[config.mk]
export PLATFORM = sky130hd
export DESIGN_NAME = pc_sequencer
export DESIGN_NICKNAME = d
export VERILOG_FILES = /design/src/rtl/pc_sequencer_pkg.sv /design/src/rtl/pc_sequencer_decode.sv /design/src/rtl/pc_sequencer.sv
export SDC_FILE = /design/constraint.sdc
export NUM_CORES = 1
export LEC_CHECK = 0
export CORE_UTILIZATION = 39
export CTS_BUF_LIST = sky130_fd_sc_hd__clkbuf_4
export DETAILED_ROUTE_END_ITERATION = 16
export PLACE_DENSITY = 0.94
export SLEW_MARGIN = 10
export SYNTH_ARGS = -nofsm -noshare
export SYNTH_HDL_FRONTEND = slang
export SYNTH_SLANG_ARGS = --single-unit
export TNS_END_PERCENT = 10
[constraint.sdc]
create_clock -name clk -period 2.2 [get_ports clk]
set_clock_uncertainty 0.15 [all_clocks]
set_input_delay 0.22 -clock clk [delete_from_list [all_inputs] [get_ports clk]]
set_output_delay 0.22 -clock clk [all_outputs]
set_load 0.01 [all_outputs]
[src/rtl/pc_sequencer_pkg.sv]
// Shared opcodes, state encoding, instruction field positions and command bundle for pc_sequencer.
// Pure definitions; no logic, no latency, no flow control.
package pc_sequencer_pkg;

    localparam logic [1:0] OP_SEQ  = 2'b00;
    localparam logic [1:0] OP_BRF  = 2'b01;
    localparam logic [1:0] OP_BRB  = 2'b10;
    localparam logic [1:0] OP_HALT = 2'b11;

    localparam int OP_MSB   = 15;
    localparam int OP_LSB   = 14;
    localparam int COND_BIT = 13;
    localparam int OFS_MSB  = 12;
    localparam int OFS_W    = OFS_MSB + 1;

    typedef enum logic [1:0] {
        S_IDLE  = 2'd0,
        S_FETCH = 2'd1,
        S_EXEC  = 2'd2,
        S_HALT  = 2'd3
    } state_t;

    typedef struct packed {
        logic inc;
        logic add;
        logic sub;
    } cmd_t;

    function automatic logic [1:0] get_op(input logic [15:0] word);
        return word[OP_MSB:OP_LSB];
    endfunction

endpackage

[src/rtl/pc_sequencer_decode.sv]
// Combinational instruction decode to a one-hot pc command or halt; zero latency, no flow control.
// PC_SEQUENCER_CONDBR_EN enables zero_flag-qualified branches when the COND bit is set.
module pc_sequencer_decode
    import pc_sequencer_pkg::*;
#(
    parameter int DW = 16
) (
    input  logic [DW-1:0] word_i,
    input  logic          zero_flag_i,
    output cmd_t          cmd_o,
    output logic          halt_o
);

    logic taken;

`ifdef PC_SEQUENCER_CONDBR_EN
    assign taken = !word_i[COND_BIT] || zero_flag_i;
`else
    logic unused_cond;
    assign taken       = 1'b1;
    assign unused_cond = zero_flag_i ^ word_i[COND_BIT];
`endif

    // Offset bits are captured by the top, not decoded here.
    logic unused_ofs;
    assign unused_ofs = ^word_i[OFS_MSB:0];

    always_comb begin
        cmd_o  = '0;
        halt_o = 1'b0;
        unique case (get_op(word_i[15:0]))
            OP_SEQ: cmd_o.inc = 1'b1;
            OP_BRF: begin
                if (taken) cmd_o.add = 1'b1;
                else       cmd_o.inc = 1'b1;
            end
            OP_BRB: begin
                if (taken) cmd_o.sub = 1'b1;
                else       cmd_o.inc = 1'b1;
            end
            default: halt_o = 1'b1;
        endcase
    end

endmodule

[src/rtl/pc_sequencer.sv]
// Fetch/decode/execute sequencer driving pc inc/add/sub; 2 cycles per instruction plus imem wait cycles.
// Stalls in FETCH until imem_valid (no timeout); commands are registered one-cycle pulses in EXEC.
// PC_SEQUENCER_CONDBR_EN: COND=1 branches are taken only when zero_flag is set.
module pc_sequencer
    import pc_sequencer_pkg::*;
#(
    parameter int AW = 16,
    parameter int DW = 16
) (
    input  logic          clk,
    input  logic          reset,
    input  logic          start,
    input  logic          zero_flag,
    input  logic [AW-1:0] pc,
    output logic          imem_req,
    output logic [AW-1:0] imem_addr,
    input  logic          imem_valid,
    input  logic [DW-1:0] imem_data,
    output logic          inc,
    output logic          add,
    output logic          sub,
    output logic [AW-1:0] offset,
    output logic          busy,
    output logic          halted,
    output logic [15:0]   icount
);

    state_t            state_q, state_d;
    cmd_t              cmd_q, cmd_d;
    logic              halt_q, halt_d;
    logic [OFS_MSB:0]  ofs_q, ofs_d;
    logic [15:0]       icount_q, icount_d;
    logic              icount_en;

    cmd_t              dec_cmd;
    logic              dec_halt;

    pc_sequencer_decode #(
        .DW (DW)
    ) u_decode (
        .word_i      (imem_data),
        .zero_flag_i (zero_flag),
        .cmd_o       (dec_cmd),
        .halt_o      (dec_halt)
    );

    always_comb begin
        state_d   = state_q;
        cmd_d     = '0;
        halt_d    = 1'b0;
        ofs_d     = ofs_q;
        icount_d  = icount_q + 16'd1;
        icount_en = 1'b0;
        unique case (state_q)
            S_IDLE: begin
                if (start) state_d = S_FETCH;
            end
            S_FETCH: begin
                // Decode at capture so the command is a clean register output in EXEC.
                if (imem_valid) begin
                    cmd_d   = dec_cmd;
                    halt_d  = dec_halt;
                    ofs_d   = imem_data[OFS_MSB:0];
                    state_d = S_EXEC;
                end
            end
            S_EXEC: begin
                icount_en = 1'b1;
                state_d   = halt_q ? S_HALT : S_FETCH;
            end
            S_HALT: begin
                if (start) state_d = S_FETCH;
            end
            default: state_d = S_IDLE;
        endcase
    end

    always_ff @(posedge clk or posedge reset) begin
        if (reset) begin
            state_q <= S_IDLE;
            cmd_q   <= '0;
            halt_q  <= 1'b0;
            ofs_q   <= '0;
        end else begin
            state_q <= state_d;
            cmd_q   <= cmd_d;
            halt_q  <= halt_d;
            ofs_q   <= ofs_d;
        end
    end

    always_ff @(posedge clk or posedge reset) begin
        if (reset)          icount_q <= '0;
        else if (icount_en) icount_q <= icount_d;
    end

    assign imem_req  = (state_q == S_FETCH);
    assign imem_addr = imem_req ? pc : '0;
    assign inc       = cmd_q.inc;
    assign add       = cmd_q.add;
    assign sub       = cmd_q.sub;
    assign offset    = {{(AW-OFS_W){1'b0}}, ofs_q};
    assign busy      = (state_q == S_FETCH) || (state_q == S_EXEC);
    assign halted    = (state_q == S_HALT);
    assign icount    = icount_q;

endmodule
==> metrics.cfg <==
[status]
outcome = finished clean

[global_route]
met3_usage = 0.0966
grt_pass1_wl_mm = 5.72
busiest_layer = met2
grt_max_degree = 36
grt.total_usage = 0.180
use_met2 = 0.298
first_global_vias = 1299
gr-usage-met1 = 0.190
grt-ovfl-total = 0
grt_antenna_before_repair = 0

[timing]
grt_setup_unrepaired = no
fin_ws_ns = 0.164
clock.fmax_mhz = 491
whs_ns = 0.125
period_needed_ns = 2.04
period_share = 0.925
setup_violations = 0
fin_setup_tns_ns = 0
slew_viol_final = 0
finalHoldViolCount = 0

[place]
pre_cts_ws_ns = 0.287
dpl-instance-area_mm2 = 0.00250
dp_hpwl_mm = 2.77
io_buffer_count = 85
routabilityCongestion = 0.711

[synth]
synth_top_area_frac = 0.545
yosysSeqAreaShare = 0.545
synth_largest_area_cell = dfrtp_1
async_flop_share = 1.00
synth-seq-cells = 35
synth_ff_type = dfrtp_1
synth_edf_count = 0
syn_inst = 130
ys_types = 26
synth_area_leaders = dfrtp_1 (55%), mux2_2 (7.7%), and2_1 (6.2%), xnor2_1 (6.0%), ha_1 (3.9%)
ys_warn_count = 0
syn_area_mm2 = 0.00161
syn_area_per_cell_um2 = 12.4

[layout]
final_core_util = 0.678
fillCellCount = 300
n_antenna_cell = 0
drive_gt1_frac = 0.122
nets = 262
syn_to_final_growth_pct = 60.4
fin_area_mm2 = 0.00258
register_area_um2 = 876
final_cell_mix = clkdlybuf4s50_1 (68), dfrtp_1 (35), and2_1 (16)
final_common_cell = clkdlybuf4s50_1
multiInputGateArea_um2 = 678

[power_and_ir_drop]
pwr-share-clk = 0.130
seqPwrFrac = 0.374
vdd_drop_max_mv = 0.728
swShare = 0.343
comb_power_share = 0.496
p_leak_uw = 0.00128
p_per_area_mw_per_mm2 = 1040
switching_power_uw = 917
p_int_uw = 1760

[floorplan]
io_pins = 91
num_rows = 22
die-area_mm2 = 0.00438
die_w_um = 66.2
start_util = 0.423
die_y_um = 66.2
core_area_mm2 = 0.00380

[clock_network]
cts_tree = done
cts_hold_buf = 0
cts_root_buf = clkbuf_4
clk_path_buf_depth = 2
clkTransAtPathRegs_ns = 0.10
clkSinkCount = 35
numCtsBuffers = 5
htreeDepth = 2
insertion_delay_ns = 0.33

[drt]
vias = 1299
routedWlPerCell_um = 13.1
viasPerCell = 4.83
postRouteAntennaNets = 0
drt_iter0_markers = 96
wirelength_mm = 3.53
firstDrtPassIters = 4
remaining_drc_errors = 0

[worst_setup_path]
worstSetupEndpointType = primary output
rr_worst_depth = 6
crit_type = reg2out
start_kind = register
critPathArrivalTime_ns = 1.67
required_ns = 1.83
cp_max_fo = 20

[worst_hold_path]
hp-class = in2async

[flow_run]
max_cap_violations = 0

## Yosys cell counts (3+ instances only)
cell,instances
mux2_1,3
xor2_1,4
mux2_2,11
inv_1,5
nand3_1,6
dfrtp_1,35
buf_2,3
nand4_1,3
xnor2_1,11
nand2_1,6
ha_1,5
buf_4,3
and2_1,16
## through the flow
stage,cells,power (µW)
final,269,2670
after global routing,269,2870
after CTS,269,2740
after detailed placement,260,2400
after global placement,260,2350
after floorplan,132,1630
## registers in the layout, summed over array words and instances (netlist names)
| register | cells |
|---|---|
| sub | 1 |
| icount | 16 |
| halt_q | 1 |
| add | 1 |
| ofs_q | 13 |
| state_q | 2 |
| inc | 1 |
## what timing repair did
action / 4_1_cts / 5_1_grt
endpoints found under the setup margin: 16 / 8
setup buffers: 1 / 0
hold endpoints to repair: 0 / 0
cloned: 0 / 0
resized for setup: 10 / 8
## final cells by class
type	instances	share of cell area
clock buffers	6	0.0175
clock inverters	2	0.00486
inverters	5	0.00729
multi-input cells	85	0.263
flip-flops and latches	35	0.340
well taps	48	0.0233
repair buffers	88	0.344
## critical path: stages (launching register included)
cell and delay, ns:
dfrtp_1 0.40, inv_1 0.08, ha_1 0.15, buf_6 0.16, clkdlybuf4s50_1 0.55
## power groups by stage
stage	clock network [µW]	registers (µW)	logic, µW
final	347	1000	1330
after global routing	395	1030	1440
after CTS	361	1010	1370
after detailed placement	0	1030	1370
after global placement	0	1010	1340
after floorplan	0	1080	545
## cell families after synthesis
group,share of synthesized area
xor gates and xnor gates,0.0818
and+or+nand+nor,0.180
adders and majority gates,0.0389
DFF,0.545
other,0.00233
buffers and inverters,0.0374
muxes,0.104
AOI/OAI and AO/OA,0.0101
## routing by layer
metal,part of all wire,vias to the layer above
li1,-,605
met5,0,-
met2,0.50,68
met4,0.018,0
met1,0.38,619
met3,0.11,7
## path summary, 6_finish.rpt
| check | startpoint | end | slack, ns |
|---|---|---|---|
| worst max-delay path | state_q[1]$_DFFE_PP0P_ | imem_req | 0.16 |
| worst min-delay path | reset | ofs_q[9]$_DFFE_PP0P_ | 0.12 |
| worst max register to register | state_q[0]$_DFFE_PP0P_ | icount[13]$_DFFE_PP0N_ | 0.34 |
| worst min register to register | icount[15]$_DFFE_PP0N_ | icount[15]$_DFFE_PP0N_ | 0.34 |
| max in group asynchronous | reset | state_q[1]$_DFFE_PP0P_ | 1.47 |
| min in group clk | imem_data[6] | ofs_q[6]$_DFFE_PP0P_ | 0.32 |
(Power assumes the default switching activity.)
